File: config.mk
export PLATFORM = sky130hd
export DESIGN_NAME = uart_tx_buffered
export DESIGN_NICKNAME = d
export VERILOG_FILES = /design/src/rtl/uart_tx_buffered.sv
export SDC_FILE = /design/constraint.sdc
export NUM_CORES = 1
export LEC_CHECK = 0
export ABC_AREA = 1
export CORE_MARGIN = 2
export CORE_UTILIZATION = 30
export CTS_CLUSTER_SIZE = 40
export DETAILED_ROUTE_END_ITERATION = 8
export GPL_ROUTABILITY_DRIVEN = 1
export PLACE_DENSITY = 0.41
export REMOVE_ABC_BUFFERS = 1
export SLEW_MARGIN = 10
export SYNTH_ARGS = -nofsm -noshare
export SYNTH_HDL_FRONTEND = slang
export SYNTH_SLANG_ARGS = --single-unit
File: constraint.sdc
create_clock -name i_clk -period 4.1 [get_ports i_clk]
set_clock_uncertainty 0.1 [all_clocks]
set_input_delay 0.82 -clock i_clk [delete_from_list [all_inputs] [get_ports i_clk]]
set_output_delay 0.82 -clock i_clk [all_outputs]
set_load 0.01 [all_outputs]
File: src/rtl/uart_tx_buffered.sv
// rtl/uart_tx_buffered.sv - byte FIFO feeding an 8N1 UART transmitter
//
// Purpose:
//   Accepts single-cycle byte strobes from a message transmitter into a
//   circular FIFO and serializes them onto a UART line (8 data bits, no
//   parity, 1 stop bit, LSB first, idle high). The producer is never
//   back-pressured: writes arriving while the FIFO is full are dropped and
//   recorded in a sticky overflow flag.
//
// Parameters:
//   CLKS_PER_BIT  i_clk cycles per UART bit (2..4095)
//   DEPTH         FIFO depth in bytes (power of two, 4..256)
//
// Ports:
//   i_clk            sole clock, all state on the rising edge
//   i_rst_n          asynchronous active-low reset
//   i_tx_byte        byte to queue, sampled when i_tx_byte_valid is high
//   i_tx_byte_valid  single-cycle write strobe
//   i_flush          synchronous FIFO discard; an in-flight frame completes
//   o_tx             registered UART serial output
//   o_busy           frame in progress or FIFO non-empty
//   o_fifo_full      FIFO holds DEPTH bytes
//   o_overflow       sticky: a write was dropped since the last flush/reset

module uart_tx_buffered #(
  parameter int CLKS_PER_BIT = 868,
  parameter int DEPTH        = 32
) (
  input  logic       i_clk,
  input  logic       i_rst_n,
  input  logic [7:0] i_tx_byte,
  input  logic       i_tx_byte_valid,
  input  logic       i_flush,
  output logic       o_tx,
  output logic       o_busy,
  output logic       o_fifo_full,
  output logic       o_overflow
);

  localparam int AW = $clog2(DEPTH);
  localparam int CW = AW + 1;
  localparam int BW = 12;

  localparam logic [BW-1:0] BAUD_LAST  = BW'(CLKS_PER_BIT - 1);
  localparam logic [CW-1:0] COUNT_FULL = CW'(DEPTH);

  typedef enum logic [1:0] {
    S_IDLE  = 2'd0,
    S_START = 2'd1,
    S_DATA  = 2'd2,
    S_STOP  = 2'd3
  } state_t;

  // ---------------------------------------------------------------------
  // State
  // ---------------------------------------------------------------------
  logic [7:0]    mem [DEPTH];

  logic [AW-1:0] wr_ptr_q,   wr_ptr_d;
  logic [AW-1:0] rd_ptr_q,   rd_ptr_d;
  logic [CW-1:0] count_q,    count_d;
  logic          overflow_q, overflow_d;

  state_t        state_q,    state_d;
  logic [BW-1:0] baud_q,     baud_d;
  logic [2:0]    bit_idx_q,  bit_idx_d;
  logic [7:0]    shift_q,    shift_d;
  logic          tx_q,       tx_d;

  logic          push;
  logic          drop;
  logic          pop;
  logic          baud_done;
  logic          fifo_full;
  logic          fifo_empty;

  // ---------------------------------------------------------------------
  // FIFO control
  // ---------------------------------------------------------------------
  always_comb begin
    fifo_full  = (count_q == COUNT_FULL);
    fifo_empty = (count_q == '0);

    // Accept/drop decisions use the occupancy at the start of the cycle, so
    // a pop in the same cycle does not make room for a write into a full
    // FIFO. Flush overrides everything, including the serializer's pop.
    push = i_tx_byte_valid && !i_flush && !fifo_full;
    drop = i_tx_byte_valid && !i_flush &&  fifo_full;
    pop  = (state_q == S_IDLE) && !fifo_empty && !i_flush;
  end

  always_comb begin
    wr_ptr_d   = wr_ptr_q;
    rd_ptr_d   = rd_ptr_q;
    count_d    = count_q;
    overflow_d = overflow_q;

    if (i_flush) begin
      wr_ptr_d   = '0;
      rd_ptr_d   = '0;
      count_d    = '0;
      overflow_d = 1'b0;
    end else begin
      // Pointers are log2(DEPTH) wide, so the natural wrap is modulo DEPTH.
      wr_ptr_d   = wr_ptr_q + AW'(push);
      rd_ptr_d   = rd_ptr_q + AW'(pop);
      count_d    = count_q + CW'(push) - CW'(pop);
      overflow_d = overflow_q | drop;
    end
  end

  // Storage carries no reset; only entries covered by count_q are ever read.
  always_ff @(posedge i_clk) begin
    if (push) begin
      mem[wr_ptr_q] <= i_tx_byte;
    end
  end

  // ---------------------------------------------------------------------
  // Serializer FSM
  // ---------------------------------------------------------------------
  always_comb begin
    state_d   = state_q;
    baud_d    = baud_q;
    bit_idx_d = bit_idx_q;
    shift_d   = shift_q;
    tx_d      = tx_q;
    baud_done = (baud_q == BAUD_LAST);

    // tx_d always carries the level of the state being entered, so o_tx
    // changes on the same edge as the state and stays glitch-free.
    case (state_q)
      S_IDLE: begin
        tx_d      = 1'b1;
        baud_d    = '0;
        bit_idx_d = '0;
        if (pop) begin
          shift_d = mem[rd_ptr_q];
          state_d = S_START;
          tx_d    = 1'b0;
        end
      end

      S_START: begin
        if (baud_done) begin
          baud_d  = '0;
          state_d = S_DATA;
          tx_d    = shift_q[0];
        end else begin
          baud_d  = baud_q + 1'b1;
        end
      end

      S_DATA: begin
        if (baud_done) begin
          baud_d = '0;
          if (bit_idx_q == 3'd7) begin
            state_d = S_STOP;
            tx_d    = 1'b1;
          end else begin
            bit_idx_d = bit_idx_q + 3'd1;
            shift_d   = {1'b0, shift_q[7:1]};
            tx_d      = shift_q[1];
          end
        end else begin
          baud_d = baud_q + 1'b1;
        end
      end

      S_STOP: begin
        if (baud_done) begin
          baud_d  = '0;
          state_d = S_IDLE;
          tx_d    = 1'b1;
        end else begin
          baud_d  = baud_q + 1'b1;
        end
      end

      default: begin
        state_d   = S_IDLE;
        baud_d    = '0;
        bit_idx_d = '0;
        tx_d      = 1'b1;
      end
    endcase
  end

  // ---------------------------------------------------------------------
  // Registers
  // ---------------------------------------------------------------------
  always_ff @(posedge i_clk or negedge i_rst_n) begin
    if (!i_rst_n) begin
      wr_ptr_q   <= '0;
      rd_ptr_q   <= '0;
      count_q    <= '0;
      overflow_q <= 1'b0;
      state_q    <= S_IDLE;
      baud_q     <= '0;
      bit_idx_q  <= '0;
      shift_q    <= '0;
      tx_q       <= 1'b1;
    end else begin
      wr_ptr_q   <= wr_ptr_d;
      rd_ptr_q   <= rd_ptr_d;
      count_q    <= count_d;
      overflow_q <= overflow_d;
      state_q    <= state_d;
      baud_q     <= baud_d;
      bit_idx_q  <= bit_idx_d;
      shift_q    <= shift_d;
      tx_q       <= tx_d;
    end
  end

  // ---------------------------------------------------------------------
  // Outputs
  // ---------------------------------------------------------------------
  assign o_tx        = tx_q;
  assign o_busy      = (state_q != S_IDLE) || !fifo_empty;
  assign o_fifo_full = fifo_full;
  assign o_overflow  = overflow_q;

endmodule

==> impl_metrics.yaml <==
clock_network:
  deepest_level_of_the_cts_h_tree: 2
  cts-buffers-inserted: 35
  cts.repair.resized: 0
  postCtsHoldBufs: 0
  postCtsSetupBuffers: 0
  cts_sinks: 299
  bufs_on_longest_clock_path: 3
  worstSkewPairLatency_ns: 0.54
  cts_tree: "built"
  clock_tree.root_cell: "clkbuf_16"
  clock_input_transition_at_the_sequential_cells_of_the_worst_setup_and_hold_paths_ns: 0.06
sta:
  grt_setup_unrepaired: "no"
  max_slew.worst_pin.slew_ns: 0.830
  timing.fmax_mhz: 307
  timing.final.crit_period_ns: 3.25
  final_setup_violating_endpoints: 0
  timing.final.ws_setup_ns: 0.845
  slew_headroom: 0.445
  timing_hold_violations_final: 0
  hold_ws_ns: 0.216
  post-route-period-util: 0.794
  maxSlewViolCount: 0
finish:
  antennaDiodeCount: 0
  most-common-layout-cells: "nand2_1 (296), edfxtp_1 (256), nor2_1 (129)"
  syn_to_final_growth_pct: 14.6
  final_common_cell: "nand2_1"
  layout.nets: 1201
  post-route-util: 0.349
  final-instance-count-excl-fill: 1733
  post_route_cells_drive_above_1_share: 0.0821
synthesis:
  ys_warns: 0
  syn_area_per_cell_sq_um: 11.2
  postSynthCellCount: 1137
  synth_cell_type_count: 43
  syn-cell-area_sq_um: 12800
  synth_seq_area_share: 0.687
  ys_ff_latch: 299
placement:
  place_inst: 1669
  hpwl_microns: 21400
  placement.setup.worst_slack_ns: 0.308
  gp_congestion: 0.852
  port_buffers: 15
pwr:
  power-per-cell-area_nw_per_um2: 577
  power.ir.vdd_worst_v: 0.000252
  leakage_component_of_the_power_uw: 0.00542
global_routing:
  global_route.usage.total: 0.162
  grt-ovfl-total: 0
  number_of_antenna_violations_at_the_first_check_in_global_routing: 0
  grt_start_max_net_pins: 130
  grt_pass1_wl_microns: 52600
  first_global_vias: 8227
detailed_routing:
  drt_first_pass_iters: 5
  route.antenna.remaining_nets: 0
  detailedRoute.firstIterationViolations: 792
  via_count: 8351
  wl_per_cell_microns: 20.3
  totalWireLength_microns: 35200
  vias_per_cell: 4.82
  drt_drc_violations_left: 0
setup_path:
  cp_slowest_cell: "nor2_1"
  critPathMaxStageDelay_ns: 0.82
  worst_setup_path_startpoint: "i_flush"
  timing.rr.start: "count_q[2]$_DFF_PN0_"
  worst_path_most_repeated_cell: "nor2_1"
  end_kind: "register"
  cp_cell_sequence: "clkdlybuf4s50_1, buf_4, nor2_1, nand2_1, inv_1, nand3_1, nor2_1"
  critPathArrivalTime_ns: 3.31
  critPathLaunchType: "input port"
  critical_path_peak_fanout: 8
  worst-setup-path-type: "in -> reg"
  timing.critical_path.required_ns: 4.15
worst_hold_path:
  holdCritPathClass: "in -> async"
floorplan:
  io-pin-count: 16
  die_h_microns: 210
  floorplan.core_area_sq_um: 41900
  starting_density_of_the_core: 0.304
  fp.dieW_microns: 210
  floorplan.die_area_sq_um: 44200
  rows: 75
flow_run:
  cap_viol_max_count: 0
outcome:
  status: "completed"
[through the flow]
step	total power, uW	TNS, ns	instance area, sq um
floorplan	4720	-3.09	12400
global placement	5410	0	13500
detailed placement	5390	0	13500
CTS	8550	0	14600
global route	8910	0	14600
finish	8440	0	14600
[power breakdown]
group	leakage (uW)	internal (uW)	total [uW]	switching, uW
clock	0.000552	1870	3130	1260
combinational	0.00200	532	1810	1270
sequential	0.00286	3430	3500	73.8
[registers in the layout, indices dropped and copies added (netlist names)]
signal      cells
o_overflow      1
bit_idx_q       3
state_q         2
shift_q         8
count_q         6
rd_ptr_q        5
o_tx            1
baud_q         12
wr_ptr_q        5
mem           256
[critical path, delay by kind of cell]
kind / cells / cell delay, ns
buffers and inverters: 3 / 0.81
and+or+nand+nor: 4 / 1.66
[cell families (layout without fill, tap and decap cells)]
group,after synthesis,after routing,synth area share
AND/OR/NAND/NOR,543,543,0.174
flip-flops,299,299,0.687
AO/OA/AOI/OAI,161,161,0.0697
buffers and inverters,107,164,0.0441
adder cells (fa/ha/maj),22,22,0.0222
XOR/XNOR,4,4,0.00275
multiplexers,1,1,0.000784
[per-layer routing]
layer / routed length [microns] / up-vias / track usage / share of wire
li1: - / 3996 / - / -
met1: 16800 / 4100 / 0.231 / 0.48
met3: 1450 / 59 / 0.0246 / 0.041
met2: 15900 / 196 / 0.248 / 0.45
met5: 0 / - / 0 / 0
met4: 1060 / 0 / 0.0621 / 0.030
[area by class of cell]
class	count	area (sq um)
Timing Repair Buffer	46	403
Clock buffer	44	931
Clock inverter	20	211
Multi-Input combinational cell	731	3440
Inverter	54	206
Tap cell	539	674
Sequential cell	299	8770
Fill cell	4157	27300
[cells in the mapped netlist (all sizes together)]
master	instances	area [sq um]
nand2	298	1130
edfxtp	256	7690
nor2	131	507
nand3	100	500
a21oi	73	373
o21ai	62	322
inv	51	191
buf	44	300
dfrtp	42	1050
ha	21	263
o211ai	17	128
clkbuf	9	58.8
nor3	5	25.0
nand4	4	25.0
o221ai	4	35.0
clkinv	3	12.5
o22ai	3	18.8
xnor2	3	26.3
or2	2	12.5
a31oi	1	6.26
and3	1	6.26
dfstp	1	26.3
fa	1	20.0
mux2i	1	10.0
nor3b	1	7.51
nor4	1	6.26
o31ai	1	7.51
xor2	1	8.76
[path summary, 6_finish.rpt]
path / slack (ns) / to / depth (start not counted)
max in group asynchronous: 2.90 / rd_ptr_q[0]$_DFF_PN0_ / 2
max reg2reg: 1.18 / mem[30][0]$_DFFE_PP_ / 7
max: 0.85 / mem[30][0]$_DFFE_PP_ / 7
min: 0.22 / wr_ptr_q[1]$_DFF_PN0_ / 1
min in group i_clk: 0.35 / baud_q[0]$_DFF_PN0_ / 1
min reg2reg: 0.35 / baud_q[0]$_DFF_PN0_ / 1
(Power assumes the default switching activity.)
